File: src/rtl/pulse_bram_reader_pkg.sv
// Shared definitions for the pulse-table reader: table geometry, the reader
// state encoding and the word-to-byte address helper.
package pulse_pkg;

    localparam int unsigned PULSE_DEPTH = 13;
    localparam int unsigned WORD_BYTES  = 4;

    typedef enum logic [2:0] {
        ST_IDLE,
        ST_RD_REQ,
        ST_RD_WAIT,
        ST_RD_CAP,
        ST_OUT,
        ST_CLR,
        ST_DONE
    } reader_state_t;

    function automatic logic [31:0] word_addr(input logic [31:0] base,
                                              input logic [31:0] idx);
        return base + idx * WORD_BYTES;
    endfunction

endpackage

File: src/rtl/pulse_bram_reader.sv
// Streams one frame of 32-bit pulse samples out of a single-port BRAM,
// optionally zeroing each word once the consumer has accepted it.
module pulse_bram_reader
    import pulse_pkg::*;
#(
    parameter int unsigned DEPTH         = PULSE_DEPTH,
    parameter logic [31:0] BASE_ADDR     = 32'h0000_0000,
    parameter bit          CLEAR_ON_READ = 1'b1
) (
    input  logic        clk,
    input  logic        rst_n,
    input  logic        start,
    input  logic        abort,
    output logic [31:0] bram_addr,
    output logic [31:0] bram_data_in,
    output logic        bram_we,
    output logic        bram_ena,
    input  logic [31:0] bram_data_out,
    output logic [31:0] sample_data,
    output logic        sample_valid,
    input  logic        sample_ready,
    output logic        busy,
    output logic        done
);

    localparam int unsigned    IDX_W    = (DEPTH > 1) ? $clog2(DEPTH) : 1;
    localparam logic [IDX_W-1:0] LAST_IDX = IDX_W'(DEPTH - 1);

    reader_state_t    r_state;
    logic [IDX_W-1:0] r_index;
    logic [31:0]      r_addr;
    logic             r_we;
    logic             r_ena;
    logic [31:0]      r_sample_data;
    logic             r_sample_valid;
    logic             r_busy;
    logic             r_done;

    logic             w_handshake;
    logic [IDX_W-1:0] w_next_index;
    logic [31:0]      w_cur_addr;
    logic [31:0]      w_next_addr;

    assign w_handshake  = r_sample_valid && sample_ready;
    assign w_next_index = r_index + 1'b1;
    assign w_cur_addr   = word_addr(BASE_ADDR, 32'(r_index));
    assign w_next_addr  = word_addr(BASE_ADDR, 32'(w_next_index));

    // Outputs are updated on the edge that enters a state, so bram_ena is
    // high exactly while in RD_REQ, RD_WAIT and the CLR write cycle.
    always_ff @(posedge clk or negedge rst_n) begin
        if (!rst_n) begin
            r_state        <= ST_IDLE;
            r_index        <= '0;
            r_addr         <= '0;
            r_we           <= 1'b0;
            r_ena          <= 1'b0;
            r_sample_data  <= '0;
            r_sample_valid <= 1'b0;
            r_busy         <= 1'b0;
            r_done         <= 1'b0;
        end else if (abort && (r_state != ST_IDLE)) begin
            // Abort beats a same-cycle handshake, so an unaccepted word is never cleared.
            r_state        <= ST_IDLE;
            r_index        <= '0;
            r_we           <= 1'b0;
            r_ena          <= 1'b0;
            r_sample_valid <= 1'b0;
            r_busy         <= 1'b0;
            r_done         <= 1'b0;
        end else begin
            case (r_state)
                ST_IDLE: begin
                    r_done <= 1'b0;
                    if (start) begin
                        r_index <= '0;
                        r_addr  <= word_addr(BASE_ADDR, 32'd0);
                        r_ena   <= 1'b1;
                        r_we    <= 1'b0;
                        r_busy  <= 1'b1;
                        r_state <= ST_RD_REQ;
                    end
                end
                ST_RD_REQ: begin
                    r_state <= ST_RD_WAIT;
                end
                ST_RD_WAIT: begin
                    r_ena   <= 1'b0;
                    r_state <= ST_RD_CAP;
                end
                ST_RD_CAP: begin
                    r_sample_data  <= bram_data_out;
                    r_sample_valid <= 1'b1;
                    r_state        <= ST_OUT;
                end
                ST_OUT: begin
                    if (w_handshake) begin
                        r_sample_valid <= 1'b0;
                        r_addr         <= w_cur_addr;
                        r_we           <= CLEAR_ON_READ;
                        r_ena          <= CLEAR_ON_READ;
                        r_state        <= ST_CLR;
                    end
                end
                ST_CLR: begin
                    r_we <= 1'b0;
                    if (r_index == LAST_IDX) begin
                        r_ena   <= 1'b0;
                        r_done  <= 1'b1;
                        r_state <= ST_DONE;
                    end else begin
                        // Next read is issued back-to-back with the clear write.
                        r_index <= w_next_index;
                        r_addr  <= w_next_addr;
                        r_ena   <= 1'b1;
                        r_state <= ST_RD_REQ;
                    end
                end
                ST_DONE: begin
                    r_done  <= 1'b0;
                    r_busy  <= 1'b0;
                    r_state <= ST_IDLE;
                end
                default: begin
                    r_we    <= 1'b0;
                    r_ena   <= 1'b0;
                    r_busy  <= 1'b0;
                    r_state <= ST_IDLE;
                end
            endcase
        end
    end

    assign bram_addr    = r_addr;
    assign bram_data_in = '0;
    assign bram_we      = r_we;
    assign bram_ena     = r_ena;
    assign sample_data  = r_sample_data;
    assign sample_valid = r_sample_valid;
    assign busy         = r_busy;
    assign done         = r_done;

endmodule

File: config.mk
export PLATFORM = sky130hd
export DESIGN_NAME = pulse_bram_reader
export DESIGN_NICKNAME = d
export VERILOG_FILES = /design/src/rtl/pulse_bram_reader_pkg.sv /design/src/rtl/pulse_bram_reader.sv
export SDC_FILE = /design/constraint.sdc
export NUM_CORES = 1
export LEC_CHECK = 0
export CAP_MARGIN = 10
export CORE_MARGIN = 4
export CORE_UTILIZATION = 30
export CTS_BUF_LIST = sky130_fd_sc_hd__clkbuf_8
export DETAILED_ROUTE_END_ITERATION = 16
export PLACE_DENSITY_LB_ADDON = 0.3
export SYNTH_ARGS = -nofsm -noshare
export SYNTH_HDL_FRONTEND = slang
export SYNTH_SLANG_ARGS = --single-unit
File: constraint.sdc
create_clock -name clk -period 3.5 [get_ports clk]
set_input_delay 0.525 -clock clk [delete_from_list [all_inputs] [get_ports clk]]
set_output_delay 0.525 -clock clk [all_outputs]
set_load 0.02 [all_outputs]
==> summary.md <==
| Metric | Value |
|---|---|
| Syn Inst Count | about 230 |
| RD Place Congestion | 0.7318 |
| M1 WL | 2286 um |
| CP Cell Sequence | clkdlybuf4s50_1 -> and2b_1 -> and2_1 -> buf_4 -> mux2_2 |
| 1st-iter DRT viols | 32 |
| Tmin final | 2.198 ns |
| Leakage | 1.502 nW |
| Share of layout cells above drive strength 1 | 14.75% |
| Synth area leaders | dfrtp_1 46%, buf_4 17%, mux2_2 11% |
| Clk buf depth | 2 |
| Die area | approximately 10000 um^2 |
| Synthesized cell area | 2608 um^2 |
| Hpwl dp | 3956 um |
| Slowest CP cell | clkdlybuf4s50_1 |
| Drt total wl | approximately 5200 um |
| Clock Tree Root | clkbuf_8 |
| Setup TNS | 0 ns |
| Area occupied by multi-input gates | ~1100 um^2 |
| # hold bufs at CTS | 0 |
| CP startpoint | abort |
| Post-synthesis sequential area ratio | 46.07% |
| Via count | 1673 |
| Initial antenna violation count | 0 |
| Clk_lat worst skew | about 0.3 ns |
| Crit path max fanout | 32 |
| Avg Inst Size Synth | 11.44 um^2 |
| Reg2reg setup slack | 1.52 ns |
| Resized Gates After CTS | 0 |
| Final nets | 343 |
| Worst r2r src | r_state[0] |
| Area growth syn-to-layout | 27.98% |
| Io pins | 138 |
| IO buf count | 77 |
| Netlist cell types | around 40 |
| Drt first pass iters | 4 |
| Fillers | 822 |
| # Max-Cap Violations | 0 |
| Worst Setup End Kind | flop |
| CTS Buf Count | 5 |
| Routed vias/inst | 4.080 |
| Final setup violation count | 0 |
| Design area | roughly 3300 um^2 |
| Register bit total from synthesis | 48 |
| CTS tree | yes |
| Fin util | 40.01% |
| Tcrit/Tclk final | 62.81% |
| Power Dens Cells | 744.8 nW/um^2 |
| Met2 Wirelength | 2261 um |
| Wire per inst | 12.72 um |
| Die Span Y | between 100 and 150 um |
| Core Box Area | 8341 um^2 |
| Top Layer Used | met4 |
| Fmax | 454.9 MHz |
| Reg2reg end | sample_data[16] |
| Setup crit start kind | input pin |
| Depth of the CTS H-tree | 2 |
| Clock Sinks | 48 |
| Chip Width | 101.2 um |
| Clock Skew | roughly 0.011 ns |
| Placed Area | 3216 um^2 |
| Slowest stage delay, CP | 0.61 ns |
| Syn. warnings | 0 |
| Most frequent cells in the layout | 76 x clkdlybuf4s50_1, 60 x conb_1, 48 x dfrtp_1 |
| Post-CTS Setup Inserts | 0 |
| Measured slew at the worst slew-check pin | approximately 0.61 ns |
| Sequential cell area | 1201 um^2 |
| Final hold violation count | 0 |
| Most common cell after layout, fill and taps aside | clkdlybuf4s50_1 |
| First-pass GRT wire length | 7831 um |
| Status | completed |
| Peak supply drop | approximately 0.21 mV |
| Ant. Diodes | 0 |
| Crit path DAT | roughly 2.4 ns |
| CTS clk-pin slew, worst paths | 0.10 ns |
| Total gr overflow | 0 |
| Worst EP required | ~3.7 ns |
| Area leader, netlist | dfrtp_1 |
| Fin. max-slew vios | 0 |
| Unrepaired setup endpoints after global routing | no |
| Met3 wire length | about 620 um |
| Vias in the first global route | 1587 |
| Hold Path Class | input pin to async pin |
| Routed Antenna Nets | 0 |
| Starting Density | a little under a third |
| Setup Crit Path Kind | input pin to flop |
| # DRC | 0 |
| Worst Setup EP | sample_data[16] |
| Top cell type's share of synthesized area | 46.07% |
| Overall Global Routing Usage | 9.599% |
| Rows | 33 |
| Rel. slew slack | approximately 60% |
| Worst reg-to-reg path cell count | 4 |
| Largest net degree at the start of global routing | 33 |
## cell type report
class                      count  area share (%)
inverter                       6          0.7124
clock buffer                   6           2.475
timing repair buffer          79           23.40
tap                          105           3.937
clock inverter                 2           1.162
multi-input combinational    164           32.32
sequential                    48           36.00
## registers in the layout, summed over array words and instances, names as in the netlist
name / count
r_state: 3
sample_valid: 1
bram_ena: 1
busy: 1
r_index: 4
bram_we: 1
bram_addr: 4
done: 1
sample_data: 32
## per-stage QoR
stage / setup WS [ns] / hold slack [ns] / cells / power [W]
finish: 1.302 / 0.2214 / 410 / 0.002485
global route: 1.196 / 0.2715 / 410 / 0.002648
CTS: 1.306 / 0.2317 / 410 / 0.002526
detailed placement: 0.9735 / 0.4784 / 402 / 0.002095
global placement: 1.007 / 0.4675 / 402 / 0.002072
floorplan: 1.775 / 0.2294 / 287 / 0.001619
## worst max-delay path, delay by kind of cell
family / cells / cell delay (ns)
buffers and inverters: 2 / 0.98
muxes: 1 / 0.39
and+or+nand+nor: 2 / 0.49
## cells by family after synthesis
| kind of cell | share of synthesized area [%] |
|---|---|
| simple gates | 6.431 |
| fa+ha+maj | 0.9595 |
| buf+inv | 21.06 |
| compound gates | 5.998 |
| flops | 46.07 |
| other cells | 0.1438 |
| xor+xnor | 1.679 |
| mux | 17.66 |
## cell usage after synthesis, drive strengths merged
| library cell | n |
|---|---|
| nand2b | 1 |
| mux2i | 4 |
| nor2 | 10 |
| conb | 1 |
| o21ai | 9 |
| a21oi | 2 |
| nand3 | 4 |
| a21o | 1 |
| nor2b | 3 |
| o211ai | 1 |
| mux2 | 36 |
| nor3 | 1 |
| a311o | 1 |
| buf | 68 |
| or2 | 1 |
| and2b | 1 |
| xor2 | 1 |
| a32oi | 1 |
| ha | 2 |
| dfrtp | 48 |
| a2bb2oi | 1 |
| o31a | 1 |
| clkinv | 1 |
| inv | 5 |
| clkbuf | 1 |
| xnor2 | 4 |
| o22a | 1 |
| nand4 | 2 |
| o22ai | 2 |
| or3 | 1 |
| and3b | 1 |
| nand2 | 7 |
| a22oi | 2 |
| a31oi | 2 |
| and2 | 1 |
## per-layer routing
layer	vias to the layer above	track usage, %
met5	-	0
met4	0	3.067
met3	4	3.099
met2	94	14.69
met1	775	12.91
li1	800	-
## where the power goes
group	switching [W]	total [W]	internal (W)	leakage (nW)
Clock	0.000188	0.000421	0.000234	0.0614
Combinational	0.000561	0.00115	0.000592	0.833
Sequential	0.000149	0.000911	0.000762	0.608
Total	0.000898	0.00249	0.00159	1.50
## how the worst min path moves through the flow
stage	startpoint	to
floorplan	rst_n	bram_addr[2]
global placement	sample_data[5]	sample_data[5]
detailed placement	sample_data[7]	sample_data[7]
CTS	rst_n	sample_data[10]
global route	rst_n	sample_data[10]
finish	rst_n	sample_data[10]
Note: power is estimated with default switching activity, not from simulation.
